==> config.mk <==
export PLATFORM = sky130hd
export DESIGN_NAME = conv1_intrm_drain_flat
export DESIGN_NICKNAME = d
export VERILOG_FILES = /design/src/rtl/conv1_pkg.sv /design/src/rtl/conv1_intrm_drain_if.sv /design/src/rtl/conv1_drain_clamp.sv /design/src/rtl/conv1_intrm_drain.sv /design/src/flat_wrapper.sv
export SDC_FILE = /design/constraint.sdc
export NUM_CORES = 1
export LEC_CHECK = 0
export BUFFER_PORTS_ARGS = -buffer_cell sky130_fd_sc_hd__buf_2
export CAP_MARGIN = 30
export CELL_PAD_IN_SITES_DETAIL_PLACEMENT = 0
export CELL_PAD_IN_SITES_GLOBAL_PLACEMENT = 2
export CORE_ASPECT_RATIO = 0.8
export CORE_MARGIN = 4
export CORE_UTILIZATION = 36
export CTS_CLUSTER_SIZE = 28
export DETAILED_ROUTE_END_ITERATION = 7
export HOLD_SLACK_MARGIN = 0.12
export PLACE_DENSITY_LB_ADDON = 0.1
export SLEW_MARGIN = 20
export SYNTH_ARGS = -nofsm -noshare
export SYNTH_HDL_FRONTEND = slang
export SYNTH_SLANG_ARGS = --single-unit
==> constraint.sdc <==
create_clock -name drain_clk -period 4.46 [get_ports drain_clk]
set_input_delay 0.892 -clock drain_clk [delete_from_list [all_inputs] [get_ports drain_clk]]
set_output_delay 0.892 -clock drain_clk [all_outputs]
set_load 0.01 [all_outputs]
==> src/rtl/conv1_pkg.sv <==
// conv1_pkg: shared types and helpers for the conv1 intermediate drain.
// Holds the drain FSM state type and the lane-index width function.
package conv1_pkg;

  typedef enum logic [1:0] {
    ST_IDLE  = 2'd0,
    ST_ACCUM = 2'd1,
    ST_DONE  = 2'd2
  } conv1_drain_state_t;

  // Index wide enough to address every lane, never narrower than one bit.
  function automatic int conv1_lane_idx_width(input int num_lanes);
    return (num_lanes > 1) ? $clog2(num_lanes) : 1;
  endfunction

endpackage

==> src/rtl/conv1_intrm_drain_if.sv <==
// conv1_intrm_drain_if: vector-in / result-out handshake bundle for the drain.
// The slave modport is the drain itself; master is its upstream/downstream side.
interface conv1_intrm_drain_if #(
  parameter int NUM_INPUTS = 5,
  parameter int IN_WIDTH   = 64,
  parameter int OUT_WIDTH  = 32
);

  logic                           in_valid_i;
  logic                           in_ready_o;
  logic [NUM_INPUTS*IN_WIDTH-1:0] in_data_i;
  logic                           out_valid_o;
  logic                           out_ready_i;
  logic [OUT_WIDTH-1:0]           out_data_o;
  logic                           out_sat_o;
  logic                           busy_o;

  modport slave (
    input  in_valid_i,
    input  in_data_i,
    input  out_ready_i,
    output in_ready_o,
    output out_valid_o,
    output out_data_o,
    output out_sat_o,
    output busy_o
  );

  modport master (
    output in_valid_i,
    output in_data_i,
    output out_ready_i,
    input  in_ready_o,
    input  out_valid_o,
    input  out_data_o,
    input  out_sat_o,
    input  busy_o
  );

endinterface

==> src/rtl/conv1_drain_clamp.sv <==
// conv1_drain_clamp: combinational rescale and narrowing of the final lane sum.
// CONV1_DRAIN_SAT_EN selects signed saturation; otherwise the result wraps.
module conv1_drain_clamp #(
  parameter int ACC_WIDTH  = 68,
  parameter int FRAC_SHIFT = 16,
  parameter int OUT_WIDTH  = 32
) (
  input  logic signed [ACC_WIDTH-1:0] final_sum,
  output logic        [OUT_WIDTH-1:0] result,
  output logic                        sat
);

  logic signed [ACC_WIDTH-1:0] shifted;

  // Arithmetic shift keeps the sign, so rounding is toward minus infinity.
  assign shifted = final_sum >>> FRAC_SHIFT;

`ifdef CONV1_DRAIN_SAT_EN
  localparam logic signed [ACC_WIDTH-1:0] OUT_MAX =
    {{(ACC_WIDTH-OUT_WIDTH+1){1'b0}}, {(OUT_WIDTH-1){1'b1}}};
  localparam logic signed [ACC_WIDTH-1:0] OUT_MIN =
    {{(ACC_WIDTH-OUT_WIDTH+1){1'b1}}, {(OUT_WIDTH-1){1'b0}}};

  always_comb begin
    result = shifted[OUT_WIDTH-1:0];
    sat    = 1'b0;
    if (shifted > OUT_MAX) begin
      result = {1'b0, {(OUT_WIDTH-1){1'b1}}};
      sat    = 1'b1;
    end else if (shifted < OUT_MIN) begin
      result = {1'b1, {(OUT_WIDTH-1){1'b0}}};
      sat    = 1'b1;
    end
  end
`else
  // Bits above the result are intentionally discarded by the wrap.
  logic unused_high;

  assign unused_high = ^shifted[ACC_WIDTH-1:OUT_WIDTH];
  assign result      = shifted[OUT_WIDTH-1:0];
  assign sat         = 1'b0;
`endif

endmodule

==> src/rtl/conv1_intrm_drain.sv <==
// conv1_intrm_drain: serially sums one captured vector of signed lanes and hands
// a rescaled result downstream. Optional saturation via CONV1_DRAIN_SAT_EN.
module conv1_intrm_drain
  import conv1_pkg::*;
#(
  parameter int NUM_INPUTS = 5,
  parameter int IN_WIDTH   = 64,
  parameter int ACC_WIDTH  = 68,
  parameter int FRAC_SHIFT = 16,
  parameter int OUT_WIDTH  = 32
) (
  input  logic               drain_clk,
  input  logic               drain_rst_b,
  conv1_intrm_drain_if.slave bus
);

  localparam int                IDX_W    = conv1_lane_idx_width(NUM_INPUTS);
  localparam logic [IDX_W-1:0]  LAST_IDX = IDX_W'(NUM_INPUTS - 1);

  // The accumulator must absorb every lane without overflow.
  generate
    if (NUM_INPUTS < 2) begin : g_bad_lanes
      $error("conv1_intrm_drain: NUM_INPUTS must be at least 2");
    end
    if (ACC_WIDTH < IN_WIDTH + $clog2(NUM_INPUTS)) begin : g_bad_acc
      $error("conv1_intrm_drain: ACC_WIDTH too narrow for NUM_INPUTS lanes");
    end
    if (ACC_WIDTH <= OUT_WIDTH) begin : g_bad_out
      $error("conv1_intrm_drain: ACC_WIDTH must exceed OUT_WIDTH");
    end
  endgenerate

  conv1_drain_state_t           state_q;
  conv1_drain_state_t           state_d;
  logic signed [IN_WIDTH-1:0]   lane_q [NUM_INPUTS];
  logic        [IDX_W-1:0]      idx_q;
  logic signed [ACC_WIDTH-1:0]  acc_q;
  logic signed [IN_WIDTH-1:0]   lane_cur;
  logic signed [ACC_WIDTH-1:0]  lane_ext;
  logic signed [ACC_WIDTH-1:0]  final_sum;
  logic        [OUT_WIDTH-1:0]  narrowed;
  logic                         narrowed_sat;
  logic        [OUT_WIDTH-1:0]  out_data_q;
  logic                         out_sat_q;
  logic                         accept;
  logic                         accum_en;
  logic                         finish;

  assign lane_cur  = lane_q[idx_q];
  assign lane_ext  = {{(ACC_WIDTH-IN_WIDTH){lane_cur[IN_WIDTH-1]}}, lane_cur};
  assign final_sum = acc_q + lane_ext;

  conv1_drain_clamp #(
    .ACC_WIDTH  (ACC_WIDTH),
    .FRAC_SHIFT (FRAC_SHIFT),
    .OUT_WIDTH  (OUT_WIDTH)
  ) u_clamp (
    .final_sum (final_sum),
    .result    (narrowed),
    .sat       (narrowed_sat)
  );

  always_ff @(posedge drain_clk or negedge drain_rst_b) begin
    if (!drain_rst_b) begin
      state_q <= ST_IDLE;
    end else begin
      state_q <= state_d;
    end
  end

  // Handshakes only take effect in their own state; inputs are ignored elsewhere.
  always_comb begin
    state_d  = state_q;
    accept   = 1'b0;
    accum_en = 1'b0;
    finish   = 1'b0;
    case (state_q)
      ST_IDLE: begin
        if (bus.in_valid_i) begin
          accept  = 1'b1;
          state_d = ST_ACCUM;
        end
      end
      ST_ACCUM: begin
        accum_en = 1'b1;
        if (idx_q == LAST_IDX) begin
          finish  = 1'b1;
          state_d = ST_DONE;
        end
      end
      ST_DONE: begin
        if (bus.out_ready_i) begin
          state_d = ST_IDLE;
        end
      end
      default: begin
        state_d = ST_IDLE;
      end
    endcase
  end

  // Lane buffer is the only copy of the vector, so upstream may move on at once.
  always_ff @(posedge drain_clk or negedge drain_rst_b) begin
    if (!drain_rst_b) begin
      for (int i = 0; i < NUM_INPUTS; i++) begin
        lane_q[i] <= '0;
      end
      idx_q      <= '0;
      acc_q      <= '0;
      out_data_q <= '0;
      out_sat_q  <= 1'b0;
    end else begin
      if (accept) begin
        for (int i = 0; i < NUM_INPUTS; i++) begin
          lane_q[i] <= bus.in_data_i[i*IN_WIDTH +: IN_WIDTH];
        end
        idx_q <= '0;
        acc_q <= '0;
      end else if (accum_en) begin
        acc_q <= final_sum;
        if (!finish) begin
          idx_q <= idx_q + IDX_W'(1);
        end
      end
      if (finish) begin
        out_data_q <= narrowed;
        out_sat_q  <= narrowed_sat;
      end
    end
  end

  assign bus.in_ready_o  = (state_q == ST_IDLE);
  assign bus.busy_o      = (state_q != ST_IDLE);
  assign bus.out_valid_o = (state_q == ST_DONE);
  assign bus.out_data_o  = out_data_q;
  assign bus.out_sat_o   = out_sat_q;

endmodule

==> src/flat_wrapper.sv <==
// flat-port wrapper written by rule: the top's interface ports become plain ports
module conv1_intrm_drain_flat import conv1_pkg::*;
#(
  parameter int NUM_INPUTS = 5,
  parameter int IN_WIDTH   = 64,
  parameter int ACC_WIDTH  = 68,
  parameter int FRAC_SHIFT = 16,
  parameter int OUT_WIDTH  = 32
)
  (drain_clk, drain_rst_b, bus_in_valid_i, bus_in_data_i, bus_out_ready_i, bus_in_ready_o, bus_out_valid_o, bus_out_data_o, bus_out_sat_o, bus_busy_o);
  conv1_intrm_drain_if #(.NUM_INPUTS(NUM_INPUTS), .IN_WIDTH(IN_WIDTH), .OUT_WIDTH(OUT_WIDTH)) bus_i ();
  input  logic drain_clk;
  input  logic drain_rst_b;
  input wire logic [$bits(bus_i.in_valid_i)-1:0] bus_in_valid_i;
  input wire logic [$bits(bus_i.in_data_i)-1:0] bus_in_data_i;
  input wire logic [$bits(bus_i.out_ready_i)-1:0] bus_out_ready_i;
  output wire logic [$bits(bus_i.in_ready_o)-1:0] bus_in_ready_o;
  output wire logic [$bits(bus_i.out_valid_o)-1:0] bus_out_valid_o;
  output wire logic [$bits(bus_i.out_data_o)-1:0] bus_out_data_o;
  output wire logic [$bits(bus_i.out_sat_o)-1:0] bus_out_sat_o;
  output wire logic [$bits(bus_i.busy_o)-1:0] bus_busy_o;
  assign bus_i.in_valid_i = bus_in_valid_i;
  assign bus_i.in_data_i = bus_in_data_i;
  assign bus_i.out_ready_i = bus_out_ready_i;
  assign bus_in_ready_o = bus_i.in_ready_o;
  assign bus_out_valid_o = bus_i.out_valid_o;
  assign bus_out_data_o = bus_i.out_data_o;
  assign bus_out_sat_o = bus_i.out_sat_o;
  assign bus_busy_o = bus_i.busy_o;
  conv1_intrm_drain #(.NUM_INPUTS(NUM_INPUTS), .IN_WIDTH(IN_WIDTH), .ACC_WIDTH(ACC_WIDTH), .FRAC_SHIFT(FRAC_SHIFT), .OUT_WIDTH(OUT_WIDTH)) u_core (.drain_clk(drain_clk), .drain_rst_b(drain_rst_b), .bus(bus_i));
endmodule
# Word-level counts from Yosys, hierarchy flattened
# Index checks and enable logic that the tools add are counted.
# op_classes
n_reduce_logical,5
n_eq_ne,7
n_mux,17
order_cmp,1
addsub,2
n_bitwise,1
# ops
op,n
$bmux W64 S3,1
$mux W68,2
$mux W64,2
$add A68 B64 Y68,1
$mux W3,3
$mux W2,3
$pmux W2 S3,1
$mux W1,5
$ge A4 B4 Y1 const B,1
$ne A2 B1 Y1 const B,2
$ne A2 B2 Y1 const B,2
$not A3 Y4,1
$reduce_bool A2 Y1,2
$add A3 B1 Y3 const B,1
$eq A3 B3 Y1 const B,1
$reduce_and A3 Y1,1
$eq A2 B1 Y1 const B,1
$eq A2 B2 Y1 const B,1
$logic_not A2 Y1,1
$reduce_and A2 Y1,1
# totals
in_bits,324
reg_bits,425

# Depth between registers and ports, before layout
# depth
word_depth,7
depth_mapped,16
ltp_nobuf,14

# Cells and area by module
# Synthesis repeated with hierarchy kept, for this count alone.
# hier_totals
hier_cells,2747
hier_area_um2,22821.9
# by_module_without_submodules
mod,instances,seq_area_each_um2,cells_each,area_each_um2
conv1_intrm_drain,1,10660.2,2713,22570.4
conv1_drain_clamp,1,0.0,34,251.5

# Worst setup path after synthesis
# OpenSTA, ideal clock, no wires.
# synth_path
path_type,register to register
start,register u_core.idx_q[0]
end,register u_core.acc_q[38]
stages_incl_launch_ff,14
slack_ns,0.634
setup_ns,0.122
t_arrival_ns,3.704
cell_sequence,dfrtp_1 > clkbuf_1 > buf_1 > mux4_2 > a22o_1 > ha_1 > a21oi_1 > o21ai_1 > a21oi_1 > nor2_1 > a211oi_2 > a2111oi_4 > or3_1 > a32o_1
# synth_between
elab_chain_len,7
# synth_lines
item,line,text
"start, declared",conv1_intrm_drain.sv:36,logic [IDX_W-1:0] idx_q;
"start signal, assigned",conv1_intrm_drain.sv:122,idx_q <= idx_q + IDX_W'(1);
$not A3 Y4 (implied by the code),conv1_intrm_drain.sv:49,assign lane_cur = lane_q[idx_q];
$bmux W64 S3,conv1_intrm_drain.sv:49,
$mux W64 (implied by the code) (2 in a row),conv1_intrm_drain.sv:49,
$add A68 B64 Y68,conv1_intrm_drain.sv:51,assign final_sum = acc_q + lane_ext;
$mux W68,conv1_intrm_drain.sv:119,end else if (accum_en) begin
$mux W68,conv1_intrm_drain.sv:113,if (accept) begin
"end signal, assigned",conv1_intrm_drain.sv:120,acc_q <= final_sum;
"end, declared",conv1_intrm_drain.sv:37,logic signed [ACC_WIDTH-1:0] acc_q;
# No other way between the ends. The select of a mux whose other input is x is not followed.
# A chain may end at the register's enable or synchronous reset.

# Final worst setup path
# Ends and elaborated chain as after synthesis.

==> impl_table.tex <==
\begin{tabular}{lr}
\hline
Metric & Value \\
\hline
\multicolumn{2}{l}{\textbf{Critical path}} \\
Startpoint kind of the worst setup timing path & flip-flop \\
Slowest cell on the critical path & sky130\_fd\_sc\_hd\_\_dfrtp\_4 \\
Crit Path Category & flip-flop to flip-flop \\
Top cell family by delay on the critical path & compound AO/OA/AOI/OAI gates \\
Data required time of the critical path & approximately 4.9 ns \\
Critical Path Fanout Max & 11 \\
WP buf/inv & 2 \\
Peak per-stage delay on the critical path & 0.61 ns \\
WP data arrival & roughly 4.6 ns \\
Crit path cell chain & buf\_12, buf\_4, mux4\_2, a22o\_1, ha\_1, nand2\_1, nor2\_1, o211ai\_1, nand3\_1, o211ai\_2, a2111oi\_4, o21ai\_0, a32o\_1 \\
Endpoint kind of the worst setup timing path & flip-flop \\
\multicolumn{2}{l}{\textbf{Yosys}} \\
Mean Syn Cell Area & $\sim$12 sq um \\
Post-synth EDFFs & 0 \\
Syn. warnings & 0 \\
Synthesized instance count & roughly 1400 \\
Largest cells by area after synthesis & sky130\_fd\_sc\_hd\_\_dfrtp\_1, sky130\_fd\_sc\_hd\_\_mux2\_2, sky130\_fd\_sc\_hd\_\_mux4\_2 \\
Synthesized area & between 15000 and 20000 sq um \\
Proportion of synthesized chip area in sequential cells & 0.4814 \\
Cell taking the most area after synthesis & sky130\_fd\_sc\_hd\_\_dfrtp\_1 \\
Async SR Flop Fraction & 1.000 \\
Main flop type after synthesis & sky130\_fd\_sc\_hd\_\_dfrtp\_1 \\
Net Count, Synth & approximately 1800 \\
Most common cell in the synthesized netlist & sky130\_fd\_sc\_hd\_\_dfrtp\_1 \\
Yosys cell types & a little over 70 \\
Synth top area share & 0.4814 \\
Count of state elements after synthesis & $\sim$330 \\
Most used standard cells in the synthesized netlist & sky130\_fd\_sc\_hd\_\_dfrtp\_1, sky130\_fd\_sc\_hd\_\_mux2\_2, sky130\_fd\_sc\_hd\_\_nand2\_1 \\
\multicolumn{2}{l}{\textbf{Final layout}} \\
Fraction of layout instances using a drive strength above 1 & 0.4191 \\
Filler cell count & 4400 \\
Area delta synth->final & 21.48\% \\
\# nets final & roughly 2000 \\
\multicolumn{2}{l}{\textbf{Die}} \\
Num ports & 360 \\
Core region area & approximately 46000 sq um \\
Rows & 70 \\
Die outline height & just over 200 um \\
Initial Utilization & 0.3667 \\
Horiz. Die Dim & 250.2 um \\
Full die area & between 50000 and 60000 sq um \\
\multicolumn{2}{l}{\textbf{Clock tree}} \\
Count of instances resized after the clock tree is built & 0 \\
TritonCTS clock tree & yes \\
Post-CTS setup-driven buffer insertion count & 0 \\
TritonCTS Sinks & $\sim$330 \\
Clock Tree Buf Depth & 3 \\
Root cell of the clock tree & sky130\_fd\_sc\_hd\_\_clkbuf\_16 \\
CTS H-Tree Depth & 2 \\
Clock slew at the register clock pins of the worst setup and hold paths & roughly 0.060 ns \\
Number of clock buffers inserted by TritonCTS & 38 \\
Insertion delay of the later-clocked pin in the worst-skew pair & about 0.55 ns \\
Hold buffer count at cts & 0 \\
\multicolumn{2}{l}{\textbf{STA}} \\
RSZ-0062 raised after global routing & false \\
Final-layout setup total negative slack & 0 ns \\
Clock Skew & $\sim$0.019 ns \\
Final Hold Vio Count & 0 \\
Minimum hold slack & between 0.4 and 0.5 ns \\
Shortest period the worst path allows & a little over 4 ns \\
Worst Tran Pin Value & around 0.83 ns \\
Slew margin rel. & 0.4478 \\
Total count of max-transition violations in the final report & 0 \\
Achievable frequency & about 240 MHz \\
Setup Viol. Count Final & 0 \\
Final worst path period share & 0.9295 \\
\multicolumn{2}{l}{\textbf{Power}} \\
Worst vdd ir & $\sim$0.00031 V \\
Total power consumption of the routed design & between 20 and 25 mW \\
Leakage component of the power & 9.108 nW \\
Power density over the cells & 1004 nW/um\^{}2 \\
\multicolumn{2}{l}{\textbf{Placed design}} \\
Final weighted congestion of routability-driven global placement & 0.8428 \\
Post-DP HPWL & between 30 and 40 mm \\
IO buf count & 278 \\
\multicolumn{2}{l}{\textbf{Detailed routing}} \\
Routed metal-1 wirelength & 26.32 mm \\
Detailed-routing iteration count for the pre-antenna-repair pass & 5 \\
Via density per instance & between 5 and 6 \\
DR WL met3 & between 3 and 4 mm \\
Highest metal layer with signal wires & met5 \\
Residual DRC & 0 \\
Remaining antenna violation count after routing & 0 \\
Initial drt markers & 662 \\
Via count & between 10000 and 15000 \\
Mean routed wirelength per cell & 22.15 um \\
Routed wire length on met2 & around 21 mm \\
Final routed wirelength across all metal layers & 51.74 mm \\
\multicolumn{2}{l}{\textbf{Job}} \\
Max-cap viol count & 0 \\
\multicolumn{2}{l}{\textbf{Status}} \\
Run status & completed \\
\multicolumn{2}{l}{\textbf{GRT}} \\
Via count of the first global-routing pass & $\sim$13000 \\
GR Util All Layers & 0.2005 \\
Antenna violations before repair & 31 \\
Remaining Overflow, GRT & 0 \\
Maximum number of pins on one net before global-route repair & 96 \\
Global-route wire length before repair & roughly 79 mm \\
\multicolumn{2}{l}{\textbf{Hold path}} \\
Tightest Hold Check Type & input port to async pin \\
\hline
\end{tabular}
==> registers in the layout, summed over array words and instances, names as in the netlist <==
register               cells
u_core.idx_q               3
u_core.bus.out_data_o     32
u_core.state_q             2
u_core.acc_q              48
u_core.lane_q            240
==> path summary, 6_finish.rpt <==
check,startpoint,to,slack (ns),cells past startpoint
max,u_core.idx_q[0]$_DFFE_PN0P_,u_core.acc_q[38]$_DFFE_PN0P_,0.31,13
min,drain_rst_b,u_core.lane_q[277]$_DFFE_PN0P_,0.40,1
max reg2reg,u_core.idx_q[0]$_DFFE_PN0P_,u_core.acc_q[38]$_DFFE_PN0P_,0.31,13
min reg2reg,u_core.bus.out_data_o[8]$_DFFE_PN0P_,u_core.bus.out_data_o[8]$_DFFE_PN0P_,0.47,2
max in group asynchronous,drain_rst_b,u_core.idx_q[0]$_DFFE_PN0P_,3.13,2
min in group drain_clk,u_core.bus.out_data_o[8]$_DFFE_PN0P_,u_core.bus.out_data_o[8]$_DFFE_PN0P_,0.47,2
==> layout by cell type (no fill, tap or decap), types with 11 or more instances in the layout <==
master	count
sky130_fd_sc_hd__dfrtp_1	323
sky130_fd_sc_hd__buf_2	277
sky130_fd_sc_hd__mux2_2	242
sky130_fd_sc_hd__nand2_1	111
sky130_fd_sc_hd__o21ai_0	65
sky130_fd_sc_hd__a21oi_1	59
sky130_fd_sc_hd__ha_1	49
sky130_fd_sc_hd__mux4_2	47
sky130_fd_sc_hd__a22o_1	47
sky130_fd_sc_hd__buf_4	45
sky130_fd_sc_hd__nor2_1	43
sky130_fd_sc_hd__clkbuf_16	38
sky130_fd_sc_hd__nand3_1	31
sky130_fd_sc_hd__a21o_1	24
sky130_fd_sc_hd__xnor2_1	21
sky130_fd_sc_hd__inv_1	20
sky130_fd_sc_hd__nand4_1	16
sky130_fd_sc_hd__o22ai_1	15
sky130_fd_sc_hd__nand2b_1	14
sky130_fd_sc_hd__nor3_1	13
sky130_fd_sc_hd__o31ai_1	12
sky130_fd_sc_hd__diode_2	11
sky130_fd_sc_hd__o21a_1	11
sky130_fd_sc_hd__xor2_1	11
sky130_fd_sc_hd__buf_12	11
==> cell type report <==
cell class | count | area (sq um) | share of cell area
Multi-Input combinational cell | 967 | 8298 | 0.4043
Sequential cell | 325 | 8138 | 0.3965
Timing Repair Buffer | 334 | 1959 | 0.09548
Clock buffer | 56 | 1099 | 0.05353
Tap cell | 612 | 765.7 | 0.03731
Clock inverter | 10 | 156.4 | 0.007621
Inverter | 21 | 78.83 | 0.003841
Antenna cell | 11 | 27.53 | 0.001341
==> layer usage <==
layer	GRT usage	vias to the layer above
met2	0.2787	245
met4	0.03624	40
met3	0.06513	97
li1	-	5797
met1	0.3074	6152
met5	0	-
==> power breakdown <==
group	leakage [nW]	switching, mW	internal (mW)	total (mW)
Combinational	4.61	6.63	5.42	12.0
Clock	0.609	1.28	1.89	3.16
Sequential	3.89	0.862	4.53	5.39
==> logic make-up (layout without fill, tap and decap cells) <==
family          count (synthesis)  after routing  synth area share
buf+inv                       115            421           0.02851
flops                         325            325            0.4814
fa+ha+maj                      50             50           0.03748
other cells                     1             12         0.0002220
xor+xnor                       32             32           0.01659
compound gates                320            320            0.1337
simple gates                  271            271           0.07577
mux                           293            293            0.2263
==> per-stage QoR <==
step	cells	util	cell area [sq um]	worst slack (ns)
finish	2336	0.4455	20520	0.3144
global route	2329	0.4451	20500	0.1277
CTS	2325	0.4449	20490	0.3038
detailed placement	2259	0.4176	19240	0.3271
global placement	2259	0.4176	19240	0.3351
floorplan	1407	-	16890	0.6344
Power figures use the tool's default switching activity.
